### config.mk
export PLATFORM = sky130hd
export DESIGN_NAME = addsub_seq_ctrl
export DESIGN_NICKNAME = d
export VERILOG_FILES = /design/src/rtl/addsub_seq_ctrl.sv
export SDC_FILE = /design/constraint.sdc
export NUM_CORES = 1
export LEC_CHECK = 0
export ABC_AREA = 1
export BUFFER_PORTS_ARGS = -buffer_cell sky130_fd_sc_hd__buf_2
export CORE_ASPECT_RATIO = 0.6
export CORE_MARGIN = 2
export CORE_UTILIZATION = 40
export CTS_CLUSTER_SIZE = 25
export DETAILED_ROUTE_END_ITERATION = 10
export GPL_ROUTABILITY_DRIVEN = 0
export PLACE_DENSITY = 0.66
export SLEW_MARGIN = 20
export SYNTH_ARGS = -nofsm -noshare
export SYNTH_HDL_FRONTEND = slang
export SYNTH_SLANG_ARGS = --single-unit
### constraint.sdc
create_clock -name clk -period 3.1 [get_ports clk]
set_input_delay 0.93 -clock clk [delete_from_list [all_inputs] [get_ports clk]]
set_output_delay 0.93 -clock clk [all_outputs]
set_load 0.01 [all_outputs]
### src/rtl/addsub_seq_ctrl.sv
// ---------------------------------------------------------------------------
// addsub_seq_ctrl
// Multi-cycle wide add/subtract sequencer. A single shared 8-bit add/sub
// slice processes one byte per clock, least significant byte first, with
// the inter-slice carry held in a register. Operand width is 8*WORDS.
//
// Optional feature (compile-time macro ADDSUB_SAT_EN):
//   defined   -> on signed overflow the result is replaced by signed
//                saturation when the operation completes.
//   undefined -> the wrapped (modulo 2^(8*WORDS)) result is always delivered.
//
// Ports:
//   clk     in   rising-edge clock
//   rst_n   in   asynchronous active-low reset
//   start   in   request pulse, sampled only in IDLE
//   sub     in   0 = a+b, 1 = a-b; latched on an accepted start
//   a, b    in   8*WORDS operands; latched on an accepted start
//   busy    out  high from the cycle after an accepted start until done
//   done    out  one-cycle pulse when result/cout/ovf are valid
//   result  out  8*WORDS sum or difference, held until the next accepted start
//   cout    out  carry out of the MSB slice (subtract: 1 = no borrow)
//   ovf     out  signed two's-complement overflow
// ---------------------------------------------------------------------------
module addsub_seq_ctrl #(
    parameter int unsigned WORDS = 4
) (
    input  logic                 clk,
    input  logic                 rst_n,
    input  logic                 start,
    input  logic                 sub,
    input  logic [8*WORDS-1:0]   a,
    input  logic [8*WORDS-1:0]   b,
    output logic                 busy,
    output logic                 done,
    output logic [8*WORDS-1:0]   result,
    output logic                 cout,
    output logic                 ovf
);

    localparam int unsigned W     = 8 * WORDS;
    localparam int unsigned IDX_W = (WORDS > 1) ? $clog2(WORDS) : 1;

    typedef enum logic [1:0] {
        S_IDLE = 2'd0,
        S_RUN  = 2'd1,
        S_DONE = 2'd2
    } state_e;

    state_e             state_q, state_d;
    logic [W-1:0]       a_q, a_d;
    logic [W-1:0]       b_q, b_d;
    logic               sub_q, sub_d;
    logic               c_q, c_d;
    logic [IDX_W-1:0]   idx_q, idx_d;
    logic               busy_q, busy_d;
    logic               done_q, done_d;
    logic [W-1:0]       result_q, result_d;
    logic               cout_q, cout_d;
    logic               ovf_q, ovf_d;

    // Shared slice signals
    logic [7:0]         a_byte_c;
    logic [7:0]         b_byte_c;
    logic [7:0]         b_eff_c;
    logic [8:0]         sum_c;
    logic [7:0]         s_byte_c;
    logic               c_next_c;
    logic               ovf_next_c;
    logic               last_c;

    // Byte select for the current slice index
    always_comb begin
        a_byte_c = 8'h00;
        b_byte_c = 8'h00;
        for (int unsigned i = 0; i < WORDS; i++) begin
            if (idx_q == IDX_W'(i)) begin
                a_byte_c = a_q[8*i +: 8];
                b_byte_c = b_q[8*i +: 8];
            end
        end
    end

    // 8-bit add/sub slice; subtract mode inverts b, the initial carry supplies +1
    always_comb begin
        b_eff_c    = b_byte_c ^ {8{sub_q}};
        sum_c      = {1'b0, a_byte_c} + {1'b0, b_eff_c} + {8'h00, c_q};
        s_byte_c   = sum_c[7:0];
        c_next_c   = sum_c[8];
        // Only meaningful on the MSB slice
        ovf_next_c = (a_byte_c[7] == b_eff_c[7]) && (s_byte_c[7] != a_byte_c[7]);
        last_c     = (idx_q == IDX_W'(WORDS - 1));
    end

    // Next-state and datapath register updates
    always_comb begin
        state_d  = state_q;
        a_d      = a_q;
        b_d      = b_q;
        sub_d    = sub_q;
        c_d      = c_q;
        idx_d    = idx_q;
        busy_d   = busy_q;
        done_d   = 1'b0;
        result_d = result_q;
        cout_d   = cout_q;
        ovf_d    = ovf_q;

        unique case (state_q)
            S_IDLE: begin
                if (start) begin
                    a_d     = a;
                    b_d     = b;
                    sub_d   = sub;
                    c_d     = sub;
                    idx_d   = '0;
                    busy_d  = 1'b1;
                    state_d = S_RUN;
                end
            end

            S_RUN: begin
                for (int unsigned i = 0; i < WORDS; i++) begin
                    if (idx_q == IDX_W'(i)) begin
                        result_d[8*i +: 8] = s_byte_c;
                    end
                end
                c_d   = c_next_c;
                idx_d = idx_q + IDX_W'(1);
                if (last_c) begin
                    // Index parks at zero so it never wraps past the last slice
                    idx_d   = '0;
                    cout_d  = c_next_c;
                    ovf_d   = ovf_next_c;
                    busy_d  = 1'b0;
                    done_d  = 1'b1;
                    state_d = S_DONE;
`ifdef ADDSUB_SAT_EN
                    // Saturate toward the sign of a (both operands share it on overflow)
                    if (ovf_next_c) begin
                        if (a_byte_c[7]) begin
                            result_d = {1'b1, {(W-1){1'b0}}};
                        end else begin
                            result_d = {1'b0, {(W-1){1'b1}}};
                        end
                    end
`endif
                end
            end

            S_DONE: begin
                busy_d  = 1'b0;
                state_d = S_IDLE;
            end

            default: begin
                state_d = S_IDLE;
            end
        endcase
    end

    // State and datapath registers
    always_ff @(posedge clk or negedge rst_n) begin
        if (!rst_n) begin
            state_q  <= S_IDLE;
            a_q      <= '0;
            b_q      <= '0;
            sub_q    <= 1'b0;
            c_q      <= 1'b0;
            idx_q    <= '0;
            busy_q   <= 1'b0;
            done_q   <= 1'b0;
            result_q <= '0;
            cout_q   <= 1'b0;
            ovf_q    <= 1'b0;
        end else begin
            state_q  <= state_d;
            a_q      <= a_d;
            b_q      <= b_d;
            sub_q    <= sub_d;
            c_q      <= c_d;
            idx_q    <= idx_d;
            busy_q   <= busy_d;
            done_q   <= done_d;
            result_q <= result_d;
            cout_q   <= cout_d;
            ovf_q    <= ovf_d;
        end
    end

    assign busy   = busy_q;
    assign done   = done_q;
    assign result = result_q;
    assign cout   = cout_q;
    assign ovf    = ovf_q;

endmodule

==> impl_metrics.env, run 1 <==
export IMPL_cts_sinks=106
export IMPL_relSlewSlack=0.654
export IMPL_tns_ps=0
export IMPL_crit_fanout=7
export IMPL_muxShareOfSynthArea=0
export IMPL_syn_num_nets=732
export IMPL_rows=32
export IMPL_final_hold_violation_count=0
export IMPL_vias_per_cell=4.93
export IMPL_dp_hpwl_mm=10.0
export IMPL_synth_area_mm2=0.00516
export IMPL_crit_type="reg -> reg"
export IMPL_tritoncts="yes"
export IMPL_antenna_found_initial=0
export IMPL_first_global_vias=4418
export IMPL_whs_endpoint="result[29]"
export IMPL_maxSlewViolCount=0
export IMPL_drive_gt1_frac=0.207
export IMPL_powerDensity_mw_per_mm2=1200
export IMPL_port_buffers=103
export IMPL_grt_overflow_total=0
export IMPL_drt_iter0_markers=318
export IMPL_utilization=0.486
export IMPL_maxCapViolCount=0
export IMPL_hp_class="reg -> reg"
export IMPL_final_period_utilization=0.927
export IMPL_yosysUniqueCellTypes=26
export IMPL_area_delta_synth_final_pct=19.7
export IMPL_vias=4551
export IMPL_die_w_um=151
export IMPL_synth_compound_area_share=0.0758
export IMPL_die_h_um=92.0
export IMPL_worstHoldPathCells=2
export IMPL_fp_coreArea_mm2=0.0127
export IMPL_path_clk_slew_ps=70
export IMPL_r2r_slack_ps=230
export IMPL_cts_buffer_depth=2
export IMPL_crit_slowest_cell="dfrtp_1"
export IMPL_fmax_ghz=0.348
export IMPL_cts_buffers=9
export IMPL_wl_per_cell_um=14.5
export IMPL_finalSetupViolCount=0
export IMPL_critPathMaxStageDelay_ps=410
export IMPL_grt_max_degree=49
export IMPL_synthAdderAreaFrac=0.0417
export IMPL_num_io_pins=104
export IMPL_rr_endpoint="result[22]"
export IMPL_cp_arrival_ps=3110
export IMPL_drc=0
export IMPL_skew_ps=8.30
export IMPL_regToRegStartpoint="idx_q[0]"
export IMPL_ant_nets=0
export IMPL_status="finished, final reports clean"
export IMPL_crit_path_end_kind="flip-flop"
export IMPL_grt_pass1_wl_mm=21.9
export IMPL_root_buffer="clkbuf_16"
export IMPL_ys_warn_count=0
export IMPL_period_needed_ps=2870
export IMPL_cp_common_cell="nand2_1"
export IMPL_final_net_count=834
export IMPL_seq_area_frac_synth=0.514
export IMPL_firstDrtPassIters=5
export IMPL_synthSimpleGateAreaFrac=0.309
export IMPL_hp_start="result[29]"
export IMPL_path_cells="inv_1 -> ha_1 -> inv_2 -> nor2_8 -> nand2_1 -> nand3_1 -> o211ai_2 -> nand2_1 -> nand2_1 -> nand2_1 -> fa_1 -> inv_1 -> fa_1 -> nand3_1 -> nand2_2 -> nand2_1 -> nand3b_1 -> nand3_1 -> nand2_1"
export IMPL_synth_xor_area_share=0.00339
export IMPL_crit_required_ps=3340
export IMPL_wl_mm=13.4
export IMPL_die_area_mm2=0.0139
export IMPL_worst_pin_slew_ps=517
export IMPL_diodes=0
export IMPL_synth_top_family_by_area="simple AND/OR/NAND/NOR gates"
export IMPL_syn_inst=648
export IMPL_syn_area_per_cell_um2=7.97
export IMPL_reg2reg_depth=19
export IMPL_p_leak_uw=0.00349
export IMPL_startpoint_type="flip-flop"
export IMPL_clock_latency_ps=350
export IMPL_start_util=0.406
export IMPL_ys_ff_latch=106
export IMPL_grt_use_total=0.204
export IMPL_peakVddDrop_uv=586
export IMPL_h_tree_depth=3
-- per-stage QoR --
step           total power [µW]  setup slack (ps)  cells  instance area [µm²]  hold slack [ps]
5_1_grt                    8110             -2.76    924                 6180              499
4_1_cts                    7290               170    920                 6130              480
2_1_floorplan              5010               544    648                 5160              444
6_report                   7410               226    924                 6180              475
3_3_place_gp               6040               361    905                 5850              460
3_5_place_dp               6130               226    905                 5850              461
-- placed cells by master, fill, tap and decap left out, types with 3 or more instances in the layout --
master       n
nand2_1    342
ha_1        13
buf_4       15
dfrtp_1    106
inv_1       30
nand3_1     39
buf_2      102
nand3_2      3
o21ai_0     28
nand2_2      5
o21ai_1      9
clkbuf_16    9
o211ai_2     8
nor2_1       6
a21oi_1     14
-- registers in the layout, indices dropped and copies added, names as in the netlist --
| name | flops |
|---|---|
| a_q | 32 |
| ovf | 1 |
| b_q | 32 |
| sub_q | 1 |
| busy | 1 |
| result | 32 |
| idx_q | 2 |
| cout | 1 |
| state_q | 2 |
| c_q | 1 |
| done | 1 |
-- kinds of logic (layout without fill, tap and decap cells) --
family	after synthesis	in the layout
and+or+nand+nor	398	399
DFF	106	106
AOI/OAI and AO/OA	64	64
buffers and inverters	62	167
adders and majority gates	16	16
xor gates and xnor gates	2	2
-- where the power goes --
group          leakage [µW]  internal (µW)  switching (µW)  total [µW]
clock network      0.000138            621             494        1110
registers           0.00133           2010             420        2430
logic               0.00202           1370            2490        3860
-- worst max-delay path by stage --
stage,cells past startpoint,start,slack (ps),to
floorplan,18,idx_q[1],540,result[14]
global placement,17,idx_q[0],360,result[30]
detailed placement,16,idx_q[1],230,result[12]
CTS,16,idx_q[1],170,result[4]
global route,17,idx_q[0],-3,result[30]
finish,19,idx_q[0],230,result[22]
-- worst max-delay path: cells and delay by family (launching register included) --
family / cells / cell delay (ps)
AO/OA/AOI/OAI: 1 / 90
AND/OR/NAND/NOR: 12 / 1180
adder cells (fa/ha/maj): 3 / 810
buffers and inverters: 3 / 280
flip-flops: 1 / 410
-- metal layers --
layer	global-route usage	share of wire	vias up	wire [µm]
li1	-	-	2236	-
met1	0.316	0.50	2148	6690
met2	0.283	0.41	154	5530
met3	0.0507	0.077	13	1040
met4	0.0522	0.013	0	176
met5	0	0	-	0
-- Yosys cell counts (all sizes together) --
master / count / area (µm²)
nand2: 347 / 1310
dfrtp: 106 / 2650
nand3: 42 / 225
o21ai: 37 / 185
inv: 33 / 124
buf: 21 / 140
a21oi: 14 / 70.1
ha: 14 / 175
clkbuf: 8 / 30.0
o211ai: 8 / 100
nor2: 7 / 42.5
a22oi: 2 / 15.0
fa: 2 / 40.0
o21a: 2 / 15.0
xnor2: 2 / 17.5
a31oi: 1 / 6.26
nand3b: 1 / 7.51
or2: 1 / 6.26
-- repair_timing --
item | 4_1_cts | 5_1_grt
setup buffers | 0 | 3
resized for setup | 0 | 4
setup endpoints to repair | 0 | 9
hold buffers | 0 | 0
-- area by class of cell --
type,count,area [µm²]
multi-input combinational,481,2240
fill,1244,6550
tap,170,213
clock buffer,10,229
inverter,33,126
clock inverter,5,56.3
timing repair buffer,119,663
sequential,106,2650
Note: power is estimated with default switching activity, not from simulation.
==> inputs of run 2 (changes only) <==
--- a/config.mk
+++ b/config.mk
@@ -14,6 +14,7 @@
 export DETAILED_ROUTE_END_ITERATION = 10
 export GPL_ROUTABILITY_DRIVEN = 0
 export PLACE_DENSITY = 0.66
+export REMOVE_ABC_BUFFERS = 1
 export SLEW_MARGIN = 20
 export SYNTH_ARGS = -nofsm -noshare
 export SYNTH_HDL_FRONTEND = slang
==> run 2 against run 1 <==
Largest cell class unchanged; routed wire length is 3.9% lower; clock power is 9% higher; register-to-register slack better by 95 ps; largest power group unchanged; power is 1.0% higher; via count is 1.8% lower; critical endpoint is now result[23]; clock skew is 0.52 ps higher.
==> impl_metrics.env, run 2 (synthesized netlist as in run 1, its figures left out) <==
export IMPL_status="finished, final reports clean"
export IMPL_met1_usage=0.310
export IMPL_maxCapViolCount=0
export IMPL_root_buffer="clkbuf_16"
export IMPL_fill_cells=1296
export IMPL_maxSlewViolCount=0
export IMPL_fp_coreArea_mm2=0.0127
export IMPL_busiest_layer="met1"
export IMPL_peakVddDrop_uv=511
export IMPL_cts_buffers=9
export IMPL_placed_cells=902
export IMPL_final_hold_violation_count=0
export IMPL_period_needed_ps=2780
export IMPL_rows=32
export IMPL_skew_ps=8.82
export IMPL_cp_arrival_ps=3010
export IMPL_setup_ws_ps=322
export IMPL_clock_latency_ps=340
export IMPL_fmax_ghz=0.360
export IMPL_cts_sinks=106
export IMPL_dp_hpwl_mm=9.54
export IMPL_placed_cell_area_mm2=0.00584
export IMPL_num_io_pins=104
export IMPL_regToRegStartpoint="idx_q[0]"
export IMPL_rsz0062_at_grt="false"
export IMPL_ant_nets=0
export IMPL_antenna_found_initial=0
export IMPL_h_tree_depth=3
export IMPL_dp_slack_ps=200
export IMPL_startpoint="idx_q[0]"
export IMPL_tritoncts="yes"
export IMPL_start_util=0.406
export IMPL_layout_common_cells="nand2_1 (343), dfrtp_1 (106), buf_2 (102)"
export IMPL_drt_iter0_markers=393
export IMPL_grt_pass1_wl_mm=21.5
export IMPL_final_net_count=831
export IMPL_drc=0
export IMPL_first_global_vias=4341
export IMPL_p_leak_uw=0.00349
export IMPL_final_common_cell="nand2_1"
export IMPL_wl_mm=12.9
export IMPL_final_period_utilization=0.896
export IMPL_diodes=0
export IMPL_tns_ps=0
export IMPL_fin_cells=922
export IMPL_die_area_mm2=0.0139
export IMPL_relSlewSlack=0.588
export IMPL_grt_overflow_total=0
export IMPL_worstSetupEndpoint="result[23]"
export IMPL_drive_gt1_frac=0.201
export IMPL_worst_pin_slew_ps=618
export IMPL_startpoint_type="flip-flop"
export IMPL_r2r_slack_ps=320
export IMPL_grt_use_total=0.197
export IMPL_firstDrtPassIters=5
export IMPL_cts_buffer_depth=2
export IMPL_finalPower_uw=7480
export IMPL_path_clk_slew_ps=70
export IMPL_crit_required_ps=3330
export IMPL_area_delta_synth_final_pct=20.1
export IMPL_powerDensity_mw_per_mm2=1210
export IMPL_reg2reg_depth=17
export IMPL_port_buffers=103
export IMPL_die_h_um=92.0
export IMPL_crit_fanout=11
export IMPL_grt_max_degree=64
export IMPL_grt_util_met3=0.0448
export IMPL_use_met2=0.281
export IMPL_hp_class="reg -> reg"
export IMPL_crit_path_end_kind="flip-flop"
export IMPL_finalSetupViolCount=0
export IMPL_vias=4467
export IMPL_die_w_um=151
export IMPL_fin_area_mm2=0.00620
export IMPL_wl_per_cell_um=14.0
export IMPL_vias_per_cell=4.84
export IMPL_crit_type="reg -> reg"
export IMPL_rr_endpoint="result[23]"
==> run 2: changes by cell type in the layout (fill, tap and decap cells not counted), sizes merged <==
cell    before  now
buf        119  117
nor2         8    7
clkinv       3    1
clkbuf      10   12
bufinv       1    2
==> run 2: final cells by class <==
cell class	instances	area [µm²]	area share
flip-flops and latches	106	2650	0.428
multi-input cells	480	2220	0.359
repair buffers	117	673	0.109
clock inverters	4	76.3	0.0123
inverters	33	126	0.0204
well taps	170	213	0.0343
clock buffers	12	236	0.0381
==> run 2: what timing repair did <==
item	CTS	global route
hold buffers	0	0
setup endpoints to repair	0	13
buffers inserted	0	4
gates resized for setup	0	5
==> run 2: how the worst min path moves through the flow <==
stage	from	endpoint	slack (ps)	depth (start not counted)
after global routing	b_q[28]	b_q[28]	500	2
after detailed placement	a_q[13]	a_q[13]	470	2
after CTS	a_q[28]	a_q[28]	480	2
after floorplan	a_q[17]	a_q[17]	440	2
after global placement	a_q[13]	a_q[13]	460	2
final	result[7]	result[7]	480	2
==> run 2: per-layer routing <==
layer  up-vias  part of all wire
met5         -                 0
met4         0            0.0027
met3         7             0.072
met2       137              0.41
met1      2100              0.52
li1       2223                 -
==> run 2: through the flow <==
stage                      util  hold WS [ps]
final                     0.487           479
after global placement    0.459           463
after CTS                 0.483           484
after detailed placement  0.459           468
after floorplan               -           444
after global routing      0.487           502
==> run 2: power by group <==
part	internal, µW	switching [µW]
clock	711	498
combinational	1420	2420
sequential	2010	419
total	4140	3340
==> run 2: worst max-delay path, stage by stage (launching register included) <==
cell and delay [ps]:
dfrtp_1 420, inv_1 130, ha_1 220, inv_2 80
nor2_8 150, buf_12 140, nand2_1 50, nand3_1 70
o211ai_2 90, nand3_1 80, nand2_1 70, ha_1 340
a21oi_1 160, nand2_1 140, a21oi_2 190, nand2_1 170
nand3_1 120, nand2_1 60
